**src/rtl/req_arbiter_rr.sv**
```systemverilog
// Round-robin merge of MASTER_NUM request channels onto one slave port.
// Read responses are steered back to their master through an in-order ID FIFO.
//
// state | meaning
// ------+--------------------------------------------------------------
// IDLE  | no grant held; pick the next eligible master from rr_ptr
// BUSY  | grant_id owns the slave port until s_ack or its request drops
`timescale 1ns/1ps
module req_arbiter_rr #(
    parameter int MASTER_NUM = 2,
    parameter int AWIDTH     = 16,
    parameter int DWIDTH     = 32,
    parameter int FIFO_DEPTH = 8
) (
    input  logic                         aclk,
    input  logic                         aresetn,
    input  logic [MASTER_NUM-1:0]        m_req,
    input  logic [MASTER_NUM-1:0]        m_cmd,
    input  logic [MASTER_NUM*AWIDTH-1:0] m_addr,
    input  logic [MASTER_NUM*DWIDTH-1:0] m_wdata,
    output logic [MASTER_NUM-1:0]        m_ack,
    output logic [MASTER_NUM-1:0]        m_resp,
    output logic [DWIDTH-1:0]            m_rdata,
    output logic                         s_req,
    output logic                         s_cmd,
    output logic [AWIDTH-1:0]            s_addr,
    output logic [DWIDTH-1:0]            s_wdata,
    input  logic                         s_ack,
    input  logic                         s_resp,
    input  logic [DWIDTH-1:0]            s_rdata,
    output logic                         rsp_err
);

    localparam int ID_W  = (MASTER_NUM > 2) ? $clog2(MASTER_NUM) : 1;
    localparam int PTR_W = $clog2(FIFO_DEPTH);
    localparam int CNT_W = PTR_W + 1;

    localparam logic [CNT_W-1:0] FULL_CNT = CNT_W'(FIFO_DEPTH);
    localparam logic [ID_W-1:0]  LAST_ID  = ID_W'(MASTER_NUM - 1);
    localparam logic [ID_W:0]    NUM_EXT  = (ID_W + 1)'(MASTER_NUM);

    localparam logic [0:0] ST_IDLE = 1'b0;
    localparam logic [0:0] ST_BUSY = 1'b1;

    logic [0:0]              state;
    logic [ID_W-1:0]         rr_ptr;
    logic [ID_W-1:0]         grant_id;
    logic [ID_W-1:0]         pick_id;
    logic [ID_W:0]           pick_sum;
    logic                    any_elig;
    logic [MASTER_NUM-1:0]   eligible;
    logic [2*MASTER_NUM-1:0] elig_dbl;
    logic [MASTER_NUM-1:0]   elig_rot;

    logic                    sel_req;
    logic                    sel_cmd;
    logic [AWIDTH-1:0]       sel_addr;
    logic [DWIDTH-1:0]       sel_wdata;

    logic                    busy;
    logic                    full;
    logic                    accept;
    logic                    push;
    logic                    pop;

    logic [PTR_W-1:0]        wr_ptr;
    logic [PTR_W-1:0]        rd_ptr;
    logic [CNT_W-1:0]        count;
    logic [ID_W-1:0]         id_mem [FIFO_DEPTH];
    logic [ID_W-1:0]         head_id;

    // Reads need a free tracking slot; writes are never held back.
    assign full     = (count == FULL_CNT);
    assign eligible = m_req & (m_cmd | {MASTER_NUM{~full}});

    // Rotate so bit 0 corresponds to rr_ptr, then take the lowest set bit.
    assign elig_dbl = {eligible, eligible};
    assign elig_rot = MASTER_NUM'(elig_dbl >> rr_ptr);

    always_comb begin
        any_elig = 1'b0;
        pick_sum = '0;
        for (int k = 0; k < MASTER_NUM; k++) begin
            if (!any_elig && elig_rot[k]) begin
                any_elig = 1'b1;
                pick_sum = {1'b0, rr_ptr} + (ID_W + 1)'(k);
            end
        end
        pick_id = (pick_sum >= NUM_EXT) ? ID_W'(pick_sum - NUM_EXT) : ID_W'(pick_sum);
    end

    always_comb begin
        sel_req   = 1'b0;
        sel_cmd   = 1'b0;
        sel_addr  = '0;
        sel_wdata = '0;
        for (int i = 0; i < MASTER_NUM; i++) begin
            if (grant_id == ID_W'(i)) begin
                sel_req   = m_req[i];
                sel_cmd   = m_cmd[i];
                sel_addr  = m_addr[i*AWIDTH +: AWIDTH];
                sel_wdata = m_wdata[i*DWIDTH +: DWIDTH];
            end
        end
    end

    assign busy    = (state == ST_BUSY);
    assign s_req   = busy & sel_req;
    assign s_cmd   = busy & sel_cmd;
    assign s_addr  = busy ? sel_addr  : '0;
    assign s_wdata = busy ? sel_wdata : '0;

    assign accept  = s_req & s_ack;
    assign push    = accept & ~s_cmd;
    assign pop     = s_resp & (count != '0);
    assign head_id = id_mem[rd_ptr];
    assign m_rdata = s_rdata;

    always_comb begin
        m_ack  = '0;
        m_resp = '0;
        for (int i = 0; i < MASTER_NUM; i++) begin
            m_ack[i]  = accept & (grant_id == ID_W'(i));
            m_resp[i] = pop & (head_id == ID_W'(i));
        end
    end

    always_ff @(posedge aclk or negedge aresetn) begin
        if (!aresetn) begin
            state    <= ST_IDLE;
            rr_ptr   <= '0;
            grant_id <= '0;
        end else begin
            case (state)
                ST_IDLE: begin
                    if (any_elig) begin
                        grant_id <= pick_id;
                        state    <= ST_BUSY;
                    end
                end
                ST_BUSY: begin
                    if (accept) begin
                        rr_ptr <= (grant_id == LAST_ID) ? '0 : grant_id + ID_W'(1);
                        state  <= ST_IDLE;
                    end else if (!sel_req) begin
                        // Master withdrew without an accept: drop the grant, keep fairness pointer.
                        state <= ST_IDLE;
                    end
                end
                default: state <= ST_IDLE;
            endcase
        end
    end

    always_ff @(posedge aclk or negedge aresetn) begin
        if (!aresetn) begin
            wr_ptr  <= '0;
            rd_ptr  <= '0;
            count   <= '0;
            rsp_err <= 1'b0;
        end else begin
            if (push) wr_ptr <= wr_ptr + PTR_W'(1);
            if (pop)  rd_ptr <= rd_ptr + PTR_W'(1);
            case ({push, pop})
                2'b10:   count <= count + CNT_W'(1);
                2'b01:   count <= count - CNT_W'(1);
                default: count <= count;
            endcase
            if (s_resp && (count == '0)) rsp_err <= 1'b1;
        end
    end

    // ID storage needs no reset: only entries between rd_ptr and wr_ptr are ever read.
    always_ff @(posedge aclk) begin
        if (push) id_mem[wr_ptr] <= grant_id;
    end

endmodule

```
**config.mk**
```make
export PLATFORM = sky130hd
export DESIGN_NAME = req_arbiter_rr
export DESIGN_NICKNAME = d
export VERILOG_FILES = /design/src/rtl/req_arbiter_rr.sv
export SDC_FILE = /design/constraint.sdc
export NUM_CORES = 1
export LEC_CHECK = 0
export ABC_AREA = 1
export CORE_MARGIN = 8
export CORE_UTILIZATION = 29
export CTS_CLUSTER_SIZE = 16
export DETAILED_ROUTE_END_ITERATION = 16
export GPL_ROUTABILITY_DRIVEN = 0
export PLACE_DENSITY = 0.84
export SYNTH_ARGS = -nofsm -noshare
export SYNTH_HDL_FRONTEND = slang
export SYNTH_SLANG_ARGS = --single-unit
export TNS_END_PERCENT = 5
```
**constraint.sdc**
```tcl
create_clock -name aclk -period 2.8 [get_ports aclk]
set_input_delay 0.56 -clock aclk [delete_from_list [all_inputs] [get_ports aclk]]
set_output_delay 0.56 -clock aclk [all_outputs]
set_load 0.1 [all_outputs]
```
**Word-level counts from Yosys, hierarchy flattened**

Memory sizes are Yosys's and may differ from the RTL's.
Index checks and enable logic that the tools add are counted.

- Input bits: 136
- Word-level logic and storage cells: 63
- Bits in latches: 0
- Output and inout port bits: 87
- Memory bits (writable): 8
- Register bits: 14
- Bits in read-only memories: 0
- Memories: 1

- Multiply operators: 0
- Bitwise operators: 16
- Div/mod/pow operators: 0
- Muxes and demuxes: 19
- Add/sub/neg operators: 7
- Reduce and logical (&&, ||, !) cells: 8
- Equality and inequality tests: 3
- Shift-type cells: 1
- Magnitude comparators: 1

Memories:

| name | words | width | rd ports | clocked after Yosys merged registers in | write ports | line | RTL |
|---|---|---|---|---|---|---|---|
| id_mem | 8 | 1 | 1 | 0 | 1 | 69 | `logic [ID_W-1:0] id_mem [FIFO_DEPTH];` |

Operator list:

| cell | count |
|---|---|
| $mux W32 | 2 |
| $mux W16 | 2 |
| $mux W1 | 12 |
| $and A1 B1 Y1 | 9 |
| $pmux W4 S2 | 1 |
| $add A3 B1 Y3 const B | 2 |
| $not A1 Y1 | 5 |
| $add A4 B1 Y4 const B | 1 |
| $eq A4 B4 Y1 const B | 1 |
| $logic_not A4 Y1 | 1 |
| $reduce_and A2 Y1 | 2 |
| $reduce_bool A4 Y1 | 1 |
| $shr A4 B1 Y2 | 1 |
| $sub A4 B1 Y4 const B | 1 |
| $add A1 B1 Y2 const B | 1 |
| $and A2 B2 Y2 | 1 |
| $eq A2 B1 Y1 const B | 1 |
| $eq A2 B2 Y1 const B | 1 |
| $ge A2 B2 Y1 const B | 1 |
| $logic_and A1 B1 Y1 | 2 |
| $mux W2 | 1 |
| $or A2 B2 Y2 | 1 |
| $pmux W1 S2 | 1 |
| $reduce_bool A2 Y1 | 1 |
| other kinds (3) | 3 |

**Depth between registers and ports, before layout**

Gate-level depths: netlist (run 1).

- Depth after elaboration: 11
- Mapped depth: 15

**Least setup slack after synthesis (run 1)**

OpenSTA, ideal clock, no wires.

- Kind: register -> output
- From: reg grant_id
- To: out m_ack[0]
- Stages on the path, launching flop included: 7
- Path slack: -0.249 ns
- Buffers on the path: 1
- Required time: 2.240 ns
- Arrival: 2.489 ns
- Cell sequence: dfrtp_1 buf_6 inv_4 nor2_2 nor2_8 nand2_1 nor2_1

- Cells in the longest elaborated chain, start to end: 4

RTL lines:

| item | line | RTL |
|---|---|---|
| from (decl) | 47 | `logic [ID_W-1:0] grant_id;` |
| from (signal assigned) | 137 | `grant_id <= pick_id;` |
| $mux W1 | 98 | `if (grant_id == ID_W'(i)) begin` |
| $and A1 B1 Y1 | 108 | `assign s_req = busy & sel_req;` |
| named net s_req | 24 | `output logic s_req,` |
| $and A1 B1 Y1 | 113 | `assign accept = s_req & s_ack;` |
| $and A1 B1 Y1 | 123 | `m_ack[i] = accept & (grant_id == ID_W'(i));` |
| to (decl) | 21 | `output logic [MASTER_NUM-1:0] m_ack,` |

The timed path passes the listed nets, and every way through them passes these cells.

**Worst setup path in the final report (run 1)**

- From: in m_req[0]
- To: out m_ack[0]

- Cells in the longest elaborated chain, start to end: 4

RTL lines:

| item | line | RTL |
|---|---|---|
| from (decl) | 17 | `input logic [MASTER_NUM-1:0] m_req,` |
| $mux W1 | 98 |  |
| $and A1 B1 Y1 | 108 |  |
| $and A1 B1 Y1 | 113 |  |
| $and A1 B1 Y1 | 123 |  |

Every way passes these cells.

==> results of run 1 <==
final cells by class:
class                      count  share of cell area, %
clock inverter                 1                  0.730
sequential                    22                   14.4
inverter                      18                   1.70
clock buffer                   3                   1.00
tap                           99                   3.01
multi-input combinational    235                   26.9
timing repair buffer         162                   52.3
layer usage:
layer | track usage [%] | wire length (um) | part of all wire (%) | up-vias
li1 | - | - | - | 1248
met1 | 17.0 | 3070 | 35 | 1158
met2 | 32.7 | 4710 | 53 | 120
met3 | 5.66 | 822 | 9.3 | 14
met4 | 5.96 | 213 | 2.4 | 0
met5 | 0 | 0 | 0 | -
flip-flops by register name, summed over array words and instances (netlist names):
name      cells
grant_id      1
count         4
wr_ptr        3
id_mem        8
rsp_err       1
rd_ptr        3
busy          1
rr_ptr        1
per-stage QoR:
| stage | instances | setup TNS (ns) |
|---|---|---|
| 2_1_floorplan | 324 | -1.27 |
| 3_3_place_gp | 536 | 0 |
| 3_5_place_dp | 536 | 0 |
| 4_1_cts | 540 | 0 |
| 5_1_grt | 540 | 0 |
| 6_report | 540 | 0 |
cells in the mapped netlist:
| cell type | instances | area (um2) |
|---|---|---|
| o21ai_2 | 1 | 8.76 |
| nor3_1 | 8 | 40.0 |
| nand3_1 | 10 | 50.1 |
| a21oi_2 | 1 | 8.76 |
| buf_2 | 3 | 15.0 |
| o21bai_1 | 1 | 7.51 |
| dfrtp_1 | 14 | 350 |
| nand2_1 | 24 | 90.1 |
| xor2_1 | 5 | 43.8 |
| o21ai_1 | 1 | 5.00 |
| nand3_2 | 1 | 10.0 |
| o21ai_0 | 55 | 275 |
| nor2_8 | 1 | 20.0 |
| o311ai_0 | 1 | 8.76 |
| nor2_2 | 1 | 6.26 |
| buf_6 | 2 | 22.5 |
| xnor2_1 | 1 | 8.76 |
| inv_4 | 1 | 6.26 |
| nor2_1 | 112 | 420 |
| a21oi_1 | 2 | 10.0 |
| clkbuf_2 | 1 | 5.00 |
| ha_1 | 5 | 62.6 |
| nand4_1 | 5 | 31.3 |
| clkbuf_1 | 11 | 41.3 |
| edfxtp_1 | 8 | 240 |
| inv_1 | 17 | 63.8 |
| buf_4 | 32 | 240 |
cells by family after synthesis:
logic type	synth area share (%)
buffers and inverters	18.8
AND/OR/NAND/NOR	31.9
adder cells (fa/ha/maj)	2.99
AO/OA/AOI/OAI	15.5
XOR/XNOR	2.51
flip-flops	28.2
final timing paths:
check	startpoint	endpoint
max	m_req[0]	m_ack[0]
min	rsp_err$_DFFE_PN0P_	rsp_err$_DFFE_PN0P_
max reg2reg	grant_id$_DFFE_PN0P_	count[2]$_DFFE_PN0P_
min reg2reg	rsp_err$_DFFE_PN0P_	rsp_err$_DFFE_PN0P_
max in group asynchronous	aresetn	grant_id$_DFFE_PN0P_
min in group asynchronous	aresetn	count[3]$_DFFE_PN0P_
critical path, stage by stage:
cell,delay (ns)
clkdlybuf4s50_1,0.52
o21ai_2,0.11
nor2_8,0.14
nand2_1,0.15
nor2_1,0.23
buf_12,0.21
what timing repair did:
item	CTS	global route
setup buffers	0	0
gates resized for setup	0	1
setup endpoints to repair	0	1
==> impl_metrics.tcl, run 1 <==
set metrics [dict create \
    outcome "completed" \
    holdWs_ns 0.494 \
    final_cell_mix "112 x nor2_1, 103 x clkdlybuf4s50_1, 55 x o21ai_0" \
    antenna_found_initial 0 \
    die_area_mm2 0.0102 \
    critPathMaxFanout 4 \
    grt_setup_unrepaired "false" \
    vias_per_cell 4.70 \
    design_area_mm2 0.00411 \
    drv_slew 0 \
    cts_buffers 3 \
    post-place-ws_ns 0.158 \
    drt_first_pass_iters 4 \
    register_area_um2 592 \
    seq_area_frac_synth_pct 28.2 \
    fmax_mhz 404 \
    end_kind "primary output" \
    crit_type "in -> out" \
    cp.required_ns 2.24 \
    cts-root-buf "clkbuf_8" \
    grtUsageTotal_pct 17.2 \
    area_growth_pct 96.7 \
    post-route-period-util_pct 88.4 \
    worst_pin_slew_ns 0.651 \
    dp_hpwl_um 7530 \
    h-tree-depth 1 \
    synth_cell_types 27 \
    routedWlPerCell_um 16.3 \
    synth_nets 465 \
    die_height_um 101 \
    port_buffers 158 \
    multi_input_area_mm2 0.00111 \
    final_core_util_pct 57.6 \
    start_util_pct 29.3 \
    avgSynthCellArea_um2 6.46 \
    drt_iter0_markers 90 \
    syn_inst 324 \
    cp_data_arrival_time_ns 1.91 \
    antenna_left 0 \
    setup_violations 0 \
    fin_skew_ns 0.00341 \
    yosysWarnings 0 \
    die_w_um 101 \
    gr-total-overflow 0 \
    ios 223 \
    clkTransAtPathRegs_ns 0.08 \
    vias 2540 \
    drive_gt1_share_pct 15.9 \
    fillers 635 \
    grt_pass1_vias 2670 \
    period_needed_ns 2.47 \
    num_rows 31 \
    place_area_mm2 0.00404 \
    cts_buffer_depth 2 \
    synth_seq_cells 22 \
    postLayoutSetupSlackWorst_ns 0.326 \
    finalHoldViolCount 0 \
    start_kind "primary input" \
    antenna_cells 0 \
    core_area_mm2 0.00714 \
    route.detailed.drc 0 \
    final_common_cell "nor2_1" \
    hold_path.class "reg -> reg" \
    clock_sinks 22 \
    synth_area_mm2 0.00209 \
    maxSlewHeadroom_pct 56.5 \
    cts_hold_buf 0 \
    grt_max_degree 50 \
    hold_depth 1 \
    r2r_setup_slack_ns 0.44 \
    drt_wl_total_um 8820 \
    grt_pass1_wl_um 13800 \
    r2r_cells 12 \
    cts_tree "yes" \
    fin_nets 583 \
    max_cap_violations 0 \
    clk_latency_ns 0.26 \
]
Power of run 1 is not shown: default switching activity piles up to over one toggle a cycle in this logic, so the estimate is an artifact.
==> run 2: changes to the inputs <==
Settings changed: HOLD_SLACK_MARGIN set to 0.08.
==> results of run 2 <==
Same layout as run 1: the final DEF is identical, and so are final timing and power.
Power of run 2 is left out for the same reason.
